## src/rtl/gpr_wb_arbiter.sv

```systemverilog
// Write-port sequencer for the 8-entry GPR file: clears every register after
// reset, then round-robins the port between writeback requesters A and B.
module gpr_wb_arbiter #(
  parameter int DATA_WIDTH = 31,
  parameter bit ZERO_LOCK  = 1'b1
) (
  input  logic                  clk,
  input  logic                  rst,
  input  logic                  a_valid,
  output logic                  a_ready,
  input  logic [2:0]            a_dest,
  input  logic [DATA_WIDTH:0]   a_data,
  input  logic                  b_valid,
  output logic                  b_ready,
  input  logic [2:0]            b_dest,
  input  logic [DATA_WIDTH:0]   b_data,
  output logic                  init_busy,
  output logic                  reg_write_en,
  output logic [2:0]            reg_write_dest,
  output logic [DATA_WIDTH:0]   reg_write_data,
  output logic [7:0]            conflict_cnt
);

  typedef enum logic {INIT, RUN} state_t;

  state_t     state;
  logic [2:0] clr_ptr;
  logic       rr_last;  // 0: A won the last transfer, 1: B did
  logic       a_fire;
  logic       b_fire;

  assign init_busy = (state == INIT);

  // Handshake: a write transfers on the edge where valid && ready are both
  // high. Requesters hold valid/dest/data until ready; ready is derived from
  // the valids and rr_last only, never from the other ready.
  always_comb begin
    a_ready = 1'b0;
    b_ready = 1'b0;
    if (state == RUN) begin
      if (a_valid && b_valid) begin
        a_ready = rr_last;
        b_ready = !rr_last;
      end else begin
        a_ready = a_valid;
        b_ready = b_valid;
      end
    end
  end

  assign a_fire = a_valid && a_ready;
  assign b_fire = b_valid && b_ready;

  always_ff @(posedge clk or posedge rst) begin
    if (rst) begin
      state          <= INIT;
      clr_ptr        <= 3'd0;
      rr_last        <= 1'b1;
      reg_write_en   <= 1'b0;
      reg_write_dest <= 3'd0;
      reg_write_data <= '0;
      conflict_cnt   <= 8'd0;
    end else begin
      case (state)
        INIT: begin
          // Register 0 is cleared here even when ZERO_LOCK is set.
          reg_write_en   <= 1'b1;
          reg_write_dest <= clr_ptr;
          reg_write_data <= '0;
          clr_ptr        <= clr_ptr + 3'd1;
          if (clr_ptr == 3'd7) state <= RUN;
        end
        RUN: begin
          if (a_valid && b_valid && conflict_cnt != 8'hFF)
            conflict_cnt <= conflict_cnt + 8'd1;
          if (a_fire) begin
            reg_write_en   <= !(ZERO_LOCK && a_dest == 3'd0);
            reg_write_dest <= a_dest;
            reg_write_data <= a_data;
            rr_last        <= 1'b0;
          end else if (b_fire) begin
            reg_write_en   <= !(ZERO_LOCK && b_dest == 3'd0);
            reg_write_dest <= b_dest;
            reg_write_data <= b_data;
            rr_last        <= 1'b1;
          end else begin
            reg_write_en <= 1'b0;
          end
        end
        default: state <= INIT;
      endcase
    end
  end

endmodule

```

## config.mk

```make
export PLATFORM = sky130hd
export DESIGN_NAME = gpr_wb_arbiter
export DESIGN_NICKNAME = d
export VERILOG_FILES = /design/src/rtl/gpr_wb_arbiter.sv
export SDC_FILE = /design/constraint.sdc
export NUM_CORES = 1
export LEC_CHECK = 0
export CAP_MARGIN = 25
export CORE_AREA = 2 2 78 80
export CTS_CLUSTER_DIAMETER = 60
export DETAILED_ROUTE_END_ITERATION = 6
export DIE_AREA = 0 0 80 82
export GPL_TIMING_DRIVEN = 0
export PLACE_DENSITY = 0.93
export SLEW_MARGIN = 10
export SYNTH_ARGS = -nofsm -noshare
export SYNTH_HDL_FRONTEND = slang
export SYNTH_SLANG_ARGS = --single-unit
```

## constraint.sdc

```tcl
create_clock -name clk -period 4.01 [get_ports clk]
set_input_delay 0.802 -clock clk [delete_from_list [all_inputs] [get_ports clk]]
set_output_delay 0.802 -clock clk [all_outputs]
set_load 0.01 [all_outputs]
```

== Word-level counts from Yosys, hierarchy flattened ==
Index checks and enable logic that the tools add are counted.
Cells by class
  add/sub/neg operators: 2
  $mul: 0
  div/mod/pow operators: 0
  magnitude comparators: 0
  equal/unequal tests: 3
  shift operators: 0
  multiplexer cells: 17
  bitwise gates (word level): 1
  reductions and logical operators: 12
Operators with widths (count)
  $mux W32: 2
  $pmux W32 S2: 1
  $mux W1: 10
  $add A8 B1 Y8 const B: 1
  $ne A8 B8 Y1 const B: 1
  $logic_not A3 Y1: 2
  $mux W3: 2
  $pmux W3 S2: 1
  $logic_and A1 B1 Y1: 4
  $reduce_and A2 Y1: 2
  $add A3 B1 Y3 const B: 1
  $eq A3 B3 Y1 const B: 1
  $logic_not A1 Y1: 3
  $ne A3 B1 Y1 const B: 1
  $pmux W1 S2: 1
  $reduce_bool A2 Y1: 1
  $not A1 Y1: 1
Storage, ports and cells
  flip-flop bits (word level): 49
  bits in latches: 0
  bits in writable memories: 0
  ROM bits: 0
  output and inout bits: 47
  memories kept: 0

== Depth between registers and ports, before layout ==
  word-level depth: 7
  mapped depth: 6

== Worst setup path before layout ==
OpenSTA, ideal clock, no wires.
  path type: input port to output port
  start point: input b_valid
  end point: output a_ready
  arrival: 1308 ps
  data required time: 3208 ps
  path slack: 1900 ps
  cell stages on the path: 4
  path buffers: 2
  cell sequence: nand2b_2 > and3_4 > buf_12 > buf_12
On the way
  longest elaborated chain between the ends: 3
RTL lines
  start, declared: line 13  | input logic b_valid,
  $logic_and A1 B1 Y1: line 41  | if (a_valid && b_valid) begin
  $mux W1: line 41
  $mux W1: line 40  | if (state == RUN) begin
  end, declared: line 10  | output logic a_ready,
No other way between the ends.

== Worst setup path in the final report ==
Ends and elaborated chain as after synthesis.

==> out/qor.yml <==
placed_design:
  placed_cells: 418
  placed_area_um2: 3730
  portBuffers: 120
  gp_congestion: 0.872
  hpwl_um: 4930
die:
  die_w_um: 80
  die_h_um: 82
  io_pins: 121
  rows: 28
  initial_core_util_pct: 42.1
  core_um2: 5750
  fp.dieArea_um2: 6560
sta:
  relSlewSlack_pct: 67.0
  final_max_slew_viol_count: 0
  hold_viol: 0
  min_period_ns: 3.35
  post-route-period-util_pct: 83.6
  max_slew.worst_pin.slew_ns: 0.495
  rsz0062_at_grt: "false"
  fin_skew_ns: 0.00401
  setup_viol: 0
  max_freq_ghz: 0.298
  tns_ns: 0
global_routing:
  grt_overflow: 0
  antenna_found_initial: 0
  grt_usage_pct: 20.1
  grt_max_degree: 29
  grt_pass1_wl_um: 10200
  first_global_vias: 2190
setup_path:
  max_stage_delay_ns: 0.55
  path_cells: "clkdlybuf4s50_1 -> nand2b_2 -> and3_4 -> buf_12 -> buf_12 -> clkdlybuf4s50_1"
  crit_fanout: 10
  crit_path_end_kind: "primary output"
  path_delay_family: "buffers and inverters"
  required_ns: 3.21
  setup.worst_path.start_class: "input pin"
  arrival_ns: 2.55
  cp_num_buf_inv: 4
  slowest_stage: "clkdlybuf4s50_1"
  critPathKind: "input pin to primary output"
clock_network:
  clock_sinks: 49
  clk_path_buf_depth: 2
  root_buffer: "clkbuf_8"
  cts.repair.resized: 0
  clkSlewWorstSetupHoldPaths_ns: 0.09
  htree_num_levels: 2
  cts_tree: "done"
  insertion_delay_ns: 0.29
  cts_setup_buffers: 0
  postCtsHoldBufs: 0
  numCtsBuffers: 5
pwr:
  power_w: 0.00132
  p_per_area_nw_per_um2: 347
  vdd_drop_max_mv: 0.256
  p_leak_nw: 1.59
worst_hold_path:
  hold_path.class: "register to register"
final_layout:
  synthToLayoutAreaGrowth_pct: 57.8
  diodes: 0
  fin_area_um2: 3820
  final_cell_mix: "clkdlybuf4s50_1 (120), dfrtp_1 (48), nand3_1 (38)"
  nFillCells: 472
  final_common_cell: "clkdlybuf4s50_1"
  final_cells: 426
  fin_nets: 427
  drive_gt1_share_pct: 8.26
yosys:
  synthCells: 222
  mappedNetlistArea_um2: 2420
  yosys_warnings: 0
  synth_nets: 299
  synthDistinctLibCells: 31
  ys_seq_area_share_pct: 50.8
  ys_ff_latch: 49
  syn-mean-instance-area_um2: 10.9
routing:
  drt_wl_total_um: 6320
  ant_nets: 0
  vias: 2208
  drc: 0
  drt-pass1-iter-count: 4
  vias_per_cell: 5.18
  wl_per_cell_um: 14.8
  drtIter0Drc: 164
run_status:
  status: "completed"
flow_run:
  drv_cap: 0
synth_stat cells (all sizes together):
master	instances	area (um2)
nand2	6	22.5
nand2b	2	15.0
ha	3	37.5
o21ai	35	175
o31ai	2	15.0
inv	4	15.0
a21oi	1	5.00
nand4	2	12.5
o221ai	2	17.5
buf	7	97.6
xnor2	2	17.5
clkbuf	9	33.8
nand3b	1	7.51
dfstp	1	26.3
or2	1	6.26
nor2	8	30.0
mux2i	34	340
a221oi	1	15.0
nor3	1	5.00
dfrtp	48	1200
mux2	6	67.6
xor2	3	26.3
a31oi	1	6.26
nand3	38	190
and3	4	32.5
power by group:
group / switching (W) / leakage (nW) / internal (W)
logic: 0.000162 / 0.954 / 0.000263
registers: 0.0000584 / 0.592 / 0.000563
clock network: 0.000156 / 0.0450 / 0.000121
final cells by class:
type | instances | area, um2 | share of cell area, %
inverter | 4 | 15.0 | 0.393
tap | 75 | 93.8 | 2.46
multi-input combinational | 153 | 1040 | 27.4
timing repair buffer | 121 | 1220 | 32.0
clock inverter | 2 | 10.0 | 0.262
clock buffer | 6 | 72.6 | 1.90
buffer | 16 | 131 | 3.44
sequential | 49 | 1230 | 32.2
cells by family after synthesis:
logic type,count (synthesis),share of synthesized area [%]
muxes,40,16.9
and+or+nand+nor,63,13.3
xor gates and xnor gates,5,1.81
buffers and inverters,20,6.05
adders and majority gates,3,1.55
DFF,49,50.8
AOI/OAI and AO/OA,42,9.67
through the flow:
| step | setup slack [ns] | util, % | hold WS, ns |
|---|---|---|---|
| 2_1_floorplan | 1.90 | - | 0.465 |
| 3_3_place_gp | 0.693 | 64.6 | 0.492 |
| 3_5_place_dp | 0.658 | 65.0 | 0.489 |
| 4_1_cts | 0.655 | 66.4 | 0.505 |
| 5_1_grt | 0.578 | 66.4 | 0.519 |
| 6_report | 0.658 | 66.4 | 0.499 |
state kept, by name, summed over array words and instances (netlist names):
register	count
clr_ptr	3
conflict_cnt	8
reg_write_data	32
reg_write_dest	3
reg_write_en	1
rr_last	1
state	1
worst paths after layout:
check | start | end | slack (ns) | cells after the start
worst max-delay path | b_valid | a_ready | 0.66 | 6
worst min-delay path | clr_ptr[0]$_DFFE_PP0N_ | clr_ptr[0]$_DFFE_PP0N_ | 0.50 | 1
worst max register to register | conflict_cnt[0]$_DFFE_PP0P_ | conflict_cnt[1]$_DFFE_PP0P_ | 2.33 | 4
worst min register to register | clr_ptr[0]$_DFFE_PP0N_ | clr_ptr[0]$_DFFE_PP0N_ | 0.50 | 1
max in group asynchronous | rst | rr_last$_DFFE_PP1P_ | 2.57 | 3
min in group asynchronous | rst | reg_write_data[3]$_DFFE_PP0P_ | 0.86 | 2
layer usage:
metal  vias up  track usage [%]  share of wire (%)
met5         -                0                  0
met4         0             7.63                1.6
met3         9             4.62                6.7
met2        87             35.3                 51
met1      1051             24.1                 41
li1       1061                -                  -
(Power assumes the default switching activity.)
